File: config.mk
export PLATFORM = sky130hd
export DESIGN_NAME = cache_arbiter
export DESIGN_NICKNAME = d
export VERILOG_FILES = /design/src/rtl/cache_arb_pkg.sv /design/src/rtl/cache_arbiter_rr_pick.sv /design/src/rtl/cache_arbiter.sv
export SDC_FILE = /design/constraint.sdc
export NUM_CORES = 1
export LEC_CHECK = 0
export BUFFER_PORTS_ARGS = -buffer_cell sky130_fd_sc_hd__buf_2
export CAP_MARGIN = 20
export CELL_PAD_IN_SITES_DETAIL_PLACEMENT = 0
export CELL_PAD_IN_SITES_GLOBAL_PLACEMENT = 1
export CORE_AREA = 2 2 545 547
export DETAILED_ROUTE_END_ITERATION = 16
export DIE_AREA = 0 0 547 549
export PLACE_DENSITY_LB_ADDON = 0.1
export SLEW_MARGIN = 20
export SYNTH_ARGS = -nofsm -noshare
export SYNTH_HDL_FRONTEND = slang
export SYNTH_HIERARCHICAL = 1
export SYNTH_SLANG_ARGS = --single-unit
File: constraint.sdc
create_clock -name clk -period 4.75 [get_ports clk]
set_input_delay 0.95 -clock clk [delete_from_list [all_inputs] [get_ports clk]]
set_output_delay 0.95 -clock clk [all_outputs]
set_load 0.01 [all_outputs]
File: src/rtl/cache_arb_pkg.sv
// Shared types for the I/D cache memory-port arbiter.
// Widths, FSM states and requester identifiers.
package cache_arb_pkg;

  localparam int S_ADDR = 32;
  localparam int S_LINE = 256;

  typedef enum logic [1:0] {
    IDLE,
    I_READ,
    D_READ,
    D_WRITE
  } arb_state_t;

  typedef enum logic {
    REQ_I,
    REQ_D
  } arb_req_t;

endpackage

File: src/rtl/cache_arbiter_rr_pick.sv
// Two-way round-robin winner selection.
// On a tie the side not granted last time wins.
module arb_rr_pick
  import cache_arb_pkg::*;
(
  input  logic     i_req,
  input  logic     d_req,
  input  arb_req_t last,
  output logic     valid,
  output arb_req_t pick
);

  always_comb begin
    valid = i_req | d_req;
    pick  = REQ_I;
    unique case (1'b1)
      i_req & d_req:  pick = (last == REQ_I) ? REQ_D : REQ_I;
      d_req & ~i_req: pick = REQ_D;
      default:        pick = REQ_I;
    endcase
  end

endmodule

File: src/rtl/cache_arbiter.sv
// Shares one line-wide memory port between I-cache and D-cache.
// One transaction at a time; pmem command is registered at grant.
module cache_arbiter
  import cache_arb_pkg::*;
#(
  parameter int s_addr  = S_ADDR,
  parameter int s_line  = S_LINE,
  parameter bit D_FIRST = 1'b1
) (
  input  logic              clk,
  input  logic              rst,
  input  logic [s_addr-1:0] i_pmem_address,
  input  logic              i_pmem_read,
  output logic [s_line-1:0] i_pmem_rdata,
  output logic              i_pmem_resp,
  input  logic [s_addr-1:0] d_pmem_address,
  input  logic [s_line-1:0] d_pmem_wdata,
  input  logic              d_pmem_read,
  input  logic              d_pmem_write,
  output logic [s_line-1:0] d_pmem_rdata,
  output logic              d_pmem_resp,
  output logic [s_addr-1:0] pmem_address,
  output logic [s_line-1:0] pmem_wdata,
  output logic              pmem_read,
  output logic              pmem_write,
  input  logic [s_line-1:0] pmem_rdata,
  input  logic              pmem_resp
);

  arb_state_t        state, state_nxt;
  arb_req_t          last, last_nxt;
  logic [s_addr-1:0] addr_nxt;
  logic [s_line-1:0] wdata_nxt;
  logic              read_nxt, write_nxt;
  logic              grant_ok;
  arb_req_t          pick;

  arb_rr_pick u_pick (
    .i_req (i_pmem_read),
    .d_req (d_pmem_read | d_pmem_write),
    .last  (last),
    .valid (grant_ok),
    .pick  (pick)
  );

  always_comb begin
    state_nxt = state;
    last_nxt  = last;
    addr_nxt  = pmem_address;
    wdata_nxt = pmem_wdata;
    read_nxt  = pmem_read;
    write_nxt = pmem_write;
    unique case (state)
      IDLE: begin
        if (grant_ok) begin
          last_nxt = pick;
          if (pick == REQ_I) begin
            addr_nxt  = i_pmem_address;
            read_nxt  = 1'b1;
            state_nxt = I_READ;
          end else begin
            addr_nxt  = d_pmem_address;
            wdata_nxt = d_pmem_wdata;
            // write wins if a cache ever raises both strobes
            if (d_pmem_write) begin
              write_nxt = 1'b1;
              state_nxt = D_WRITE;
            end else begin
              read_nxt  = 1'b1;
              state_nxt = D_READ;
            end
          end
        end
      end
      default: begin
        if (pmem_resp) begin
          read_nxt  = 1'b0;
          write_nxt = 1'b0;
          state_nxt = IDLE;
        end
      end
    endcase
  end

  always_ff @(posedge clk) begin
    if (rst) begin
      state        <= IDLE;
      last         <= D_FIRST ? REQ_I : REQ_D;
      pmem_address <= '0;
      pmem_wdata   <= '0;
      pmem_read    <= 1'b0;
      pmem_write   <= 1'b0;
    end else begin
      state        <= state_nxt;
      last         <= last_nxt;
      pmem_address <= addr_nxt;
      pmem_wdata   <= wdata_nxt;
      pmem_read    <= read_nxt;
      pmem_write   <= write_nxt;
    end
  end

  assign i_pmem_rdata = pmem_rdata;
  assign d_pmem_rdata = pmem_rdata;
  assign i_pmem_resp  = pmem_resp & (state == I_READ);
  assign d_pmem_resp  = pmem_resp &
                        ((state == D_READ) | (state == D_WRITE));

  a_d_rw_excl: assert property (
    @(posedge clk) disable iff (rst)
    !(d_pmem_read && d_pmem_write)
  );

  a_idle_resp: assert property (
    @(posedge clk) disable iff (rst)
    !(pmem_resp && state == IDLE)
  ) else $warning("pmem_resp while idle ignored");

endmodule

# After elaboration in Yosys (flattened, before gate mapping)

Cells that the tools add are included.

Input bits: 582
Logic and storage cells: 45
Flip-flop bits (word level): 293
Output and inout bits: 804

Reduce and logical (&&, ||, !) cells: 7
Muxes and demuxes: 17
Bitwise logic cells: 8
Eq/ne operators: 7

Operators by type and width:

| operator             | count |
|---|---|
| $mux W32             | 1 |
| $mux W1              | 11 |
| $mux W2              | 4 |
| $ne A2 B2 Y1 const B | 3 |
| $reduce_and A3 Y1    | 2 |
| $and A1 B1 Y1        | 4 |
| $eq A2 B2 Y1 const B | 2 |
| $reduce_and A2 Y1    | 2 |
| $reduce_and A4 Y1    | 1 |
| $ne A3 B3 Y1 const B | 1 |
| $or A1 B1 Y1         | 3 |
| $eq A2 B1 Y1 const B | 1 |
| $logic_not A2 Y1     | 1 |
| $pmux W1 S2          | 1 |
| $reduce_bool A2 Y1   | 1 |
| $not A1 Y1           | 1 |

# Depth between registers and ports, before layout

Word-level depth: 6
Mapped depth: 8
Depth with buffers taken out: 4

# Cells and area by module

The synthesis kept the hierarchy.

By module, submodules not included:

| module        | sequential area each (sq um) | cells each | area each (sq um) | instances |
|---|---|---|---|---|
| cache_arbiter | 5865.6                       | 1795       | 17232.8           | 1 |
| arb_rr_pick   | 0.0                          | 2          | 13.8              | 1 |

# Worst setup path before layout

OpenSTA, ideal clock, no wires.

Path type: input -> register
Start: in d_pmem_write
End: reg pmem_wdata[111]
Path slack: 2.372 ns
Data required time: 4.631 ns
Library setup time: 0.119 ns
Data arrival time: 2.259 ns
Path buffers: 4
Stages on the path: 8
Path through: or2_2 -> a21boi_0 -> buf_4 -> and4bb_1 -> buf_4 -> buf_6 -> buf_8 -> mux2i_1

Cells in the longest elaborated chain, start to end: 4
Elaborated cells on any way between the ends: 6
Those cells by class: mux: 1; bitwise: 4; reduce/logical: 1

Ends and longest elaborated chain:

| what                             | RTL line                                                 | RTL |
|---|---|---|
| start, declared                  | cache_arbiter.sv:19                                      | `input logic d_pmem_write,` |
| $or A1 B1 Y1 *                   | cache_arbiter.sv:40                                      | `.d_req (d_pmem_read \| d_pmem_write),` |
| $and A1 B1 Y1 (on tied branches) | cache_arbiter_rr_pick.sv:18, cache_arbiter_rr_pick.sv:17 |  |
| $pmux W1 S2 *                    | cache_arbiter_rr_pick.sv:16                              | `unique case (1'b1)` |
| via pick                         | cache_arbiter.sv:36                                      | `arb_req_t pick;` |
| $reduce_and A3 Y1 (no line) *    | n/a                                                      |  |
| end signal, assigned             | cache_arbiter.sv:97                                      | `pmem_wdata <= wdata_nxt;` |
| end, declared                    | cache_arbiter.sv:23                                      | `output logic [s_line-1:0] pmem_wdata,` |

Mark *: on every way through the listed nets, which the timed path passes. The rest lies on a longest branch.
A chain may end at the register's enable or synchronous reset.

# Worst setup path after layout

Start: reg state[0]
End: out i_pmem_resp

Cells in the longest elaborated chain, start to end: 2

Ends and longest elaborated chain:

| what                   | RTL line             | RTL |
|---|---|---|
| start, declared        | cache_arbiter.sv:30  | `arb_state_t state, state_nxt;` |
| start signal, assigned | cache_arbiter.sv:94  | `state <= state_nxt;` |
| $eq A2 B1 Y1           | cache_arbiter.sv:105 | `assign i_pmem_resp = pmem_resp & (state == I_READ);` |
| $and A1 B1 Y1          | cache_arbiter.sv:105 |  |
| end, declared          | cache_arbiter.sv:15  | `output logic i_pmem_resp,` |

No other way between the ends.

==> results_dict.tcl <==
set metrics [dict create \
    status "finished, final reports clean" \
    start_util 0.05846 \
    relSlewSlack 0.5158 \
    place_ws_ns 1.633 \
    drive_gt1_frac 0.3910 \
    cts-hold-fix-buffers 0 \
    die_w_um 547 \
    cp_data_required_time_ns 3.80 \
    p_sw_frac 0.3391 \
    netlist.area_leader.share 0.3401 \
    hp-class "reg -> reg" \
    worst_pin_slew_ns 0.7255 \
    final_nets 2467 \
    nFillCells 34487 \
    setup_viol 0 \
    gp_congestion 0.6350 \
    cts_made_buffers 54 \
    synthCells 1797 \
    p_per_area_nw_per_um2 393.3 \
    netlist_area_um2 17250 \
    synth-main-ff-cell "dfxtp_1" \
    postLayoutCoreUtil 0.07731 \
    skew_ns 0.03337 \
    cp_num_buf_inv 1 \
    yosysWarnings 6 \
    ys_ff_latch 293 \
    leakage_nw 8.833 \
    top_layer_used "met5" \
    multiInputGateArea_um2 6868 \
    synth_area_per_cell_um2 9.597 \
    slew_violations 0 \
    cts_setup_buffers 0 \
    core_area_um2 295000 \
    cts_root_buf "clkbuf_16" \
    detail_route.vias_per_cell 1.975 \
    boundaryPins 1386 \
    wl_met1_um 36940 \
    cts_tree "yes" \
    internal_power_mw 5.928 \
    finalCriticalPeriod_ns 2.586 \
    clkPwrFrac 0.438 \
    grt_pass1_wl_um 124600 \
    worst-path-max-fanout 8 \
    yosysMostFrequentCell "nand2b_1" \
    antenna_found_initial 62 \
    die-height_um 549 \
    firstDrtPassIters 4 \
    grt_pass1_vias 12877 \
    hpwl_um 75920 \
    ant_nets 0 \
    arrival_ns 1.64 \
    ir_worst_vdd_v 0.0002552 \
    clk_latency_ns 0.67 \
    cap_viol_max_count 0 \
    fin_tns_setup_ns 0 \
    area_growth_pct 32.25 \
    overflow 0 \
    synth_edf_count 0 \
    rsz0062_at_grt "no" \
    cts_resized 0 \
    r2r_setup_slack_ns 2.62 \
    sequentialPowerShare 0.331 \
    register_area_um2 5866 \
    endpoint_kind "output port" \
    async_flop_share 0 \
    slowest_stage "dfxtp_1" \
    vias 11593 \
    clk_pin_slew_ns 0.05 \
    grt_max_degree 146 \
    worst-setup-path-type "reg -> out" \
    initialDrtViolationCount 320 \
    switchingPower_mw 3.042 \
    syn-num-nets 2379 \
    rows 200 \
    path_delay_family "flip-flops" \
    cp-start-kind "flip-flop" \
    dieArea_um2 300300 \
    clk_path_buf_depth 3 \
    max_freq_ghz 0.3867 \
    drc_errors 0 \
    finalWirelength_um 95370 \
    wl_met2_um 38340 \
    hold_violations 0 \
    synth_area_leader_cell "dfxtp_1" \
    synth_area_leaders "dfxtp_1 (34%), buf_4 (22%), nand2b_1 (20%)" \
    cpPeakStageDelay_ns 0.51 \
    synth_common_cells "nand2b_1 (547), buf_4 (515), dfxtp_1 (293), mux2i_1 (288), clkbuf_1 (61)" \
    comb_power_share 0.231 \
    synth.distinct_cells 28 \
    cts_sinks 293 \
    period_share 0.5445 \
    wl_per_cell_um 16.25 \
    totalPowerFinal_mw 8.970 \
    dr_wl_met3_um 16110 \
    ys_seq_area_frac 0.3401 \
    critical_path.cell_chain "nand2_1 > nor2_1 > buf_2" \
    ctsHtreeMaxLevel 2 \
    setup_slack_ns 2.164 \
    grt_use_total 0.06151 \
    port-buffer-count 617 \
]
## kinds of logic (layout without fill, tap and decap cells)
group	Yosys count	count (layout)	synth area share
mux	288	288	0.1672
other cells	0	13	0
flops	293	293	0.3401
compound gates	39	39	0.02554
simple gates	560	560	0.2043
buf+inv	617	738	0.2629
## tightest hold or removal path: stages (launching register included)
cell	delay [ns]
dfxtp_1	0.30
nand2b_1	0.06
mux2i_1	0.05
## cells in the final DEF, fill, tap and decap left out, types with 2 or more instances in the layout
cell type,netlist,layout
diode_2,0,13
clkbuf_1,61,22
clkbuf_8,0,7
nand2b_1,547,547
bufinv_16,0,2
inv_1,2,2
and2_1,2,2
clkbuf_16,0,55
clkinv_2,0,2
mux2i_1,288,288
buf_2,6,616
buf_12,0,12
dfxtp_1,293,293
o22ai_2,30,30
o32ai_1,2,2
o22ai_1,3,3
nand2_1,2,2
buf_4,515,18
## cell type report
cell class | count | share of cell area
Antenna cell | 13 | 0.001426
Clock buffer | 84 | 0.06818
Clock inverter | 5 | 0.003456
Inverter | 2 | 0.0003291
Multi-Input combinational cell | 887 | 0.3011
Sequential cell | 293 | 0.2572
Tap cell | 3939 | 0.2161
Timing Repair Buffer | 647 | 0.1523
## power by group through the flow
stage / Sequential (mW) / Clock [mW] / Combinational (mW)
2_1_floorplan: 3.14 / 0 / 1.41
3_3_place_gp: 3.04 / 0 / 2.22
3_5_place_dp: 3.03 / 0 / 2.20
4_1_cts: 2.98 / 4.30 / 2.21
5_1_grt: 3.02 / 4.32 / 2.31
6_report: 2.97 / 3.93 / 2.08
## layer usage
layer | vias up | global-route usage
met5 | - | 0
met3 | 251 | 0.04909
met2 | 775 | 0.08830
met1 | 5105 | 0.06688
li1 | 5420 | -
met4 | 42 | 0.02242
## sequential cells by signal, indices dropped and copies added (netlist names)
signal	count
pmem_wdata	256
pmem_address	32
state	2
last	1
pmem_read	1
pmem_write	1
## path summary, 6_finish.rpt
kind,from,endpoint,cells past startpoint
setup / recovery,state[0]$_SDFFE_PP0P_,i_pmem_resp,3
hold / removal,pmem_wdata[28]$_SDFFE_PP0P_,pmem_wdata[28]$_SDFFE_PP0P_,2
hold reg to reg,pmem_wdata[28]$_SDFFE_PP0P_,pmem_wdata[28]$_SDFFE_PP0P_,2
setup reg to reg,state[0]$_SDFFE_PP0P_,pmem_wdata[126]$_SDFFE_PP0P_,4
## metrics by stage
step	cells	hold slack (ns)	area, um2
after floorplan	1797	0.4577	17250
final	5870	0.4655	22810
after global placement	5768	0.4579	21140
after global routing	5859	0.4541	22780
after detailed placement	5768	0.4575	21140
after CTS	5857	0.4025	22780
No activity file was read; power rests on OpenSTA's default activity.
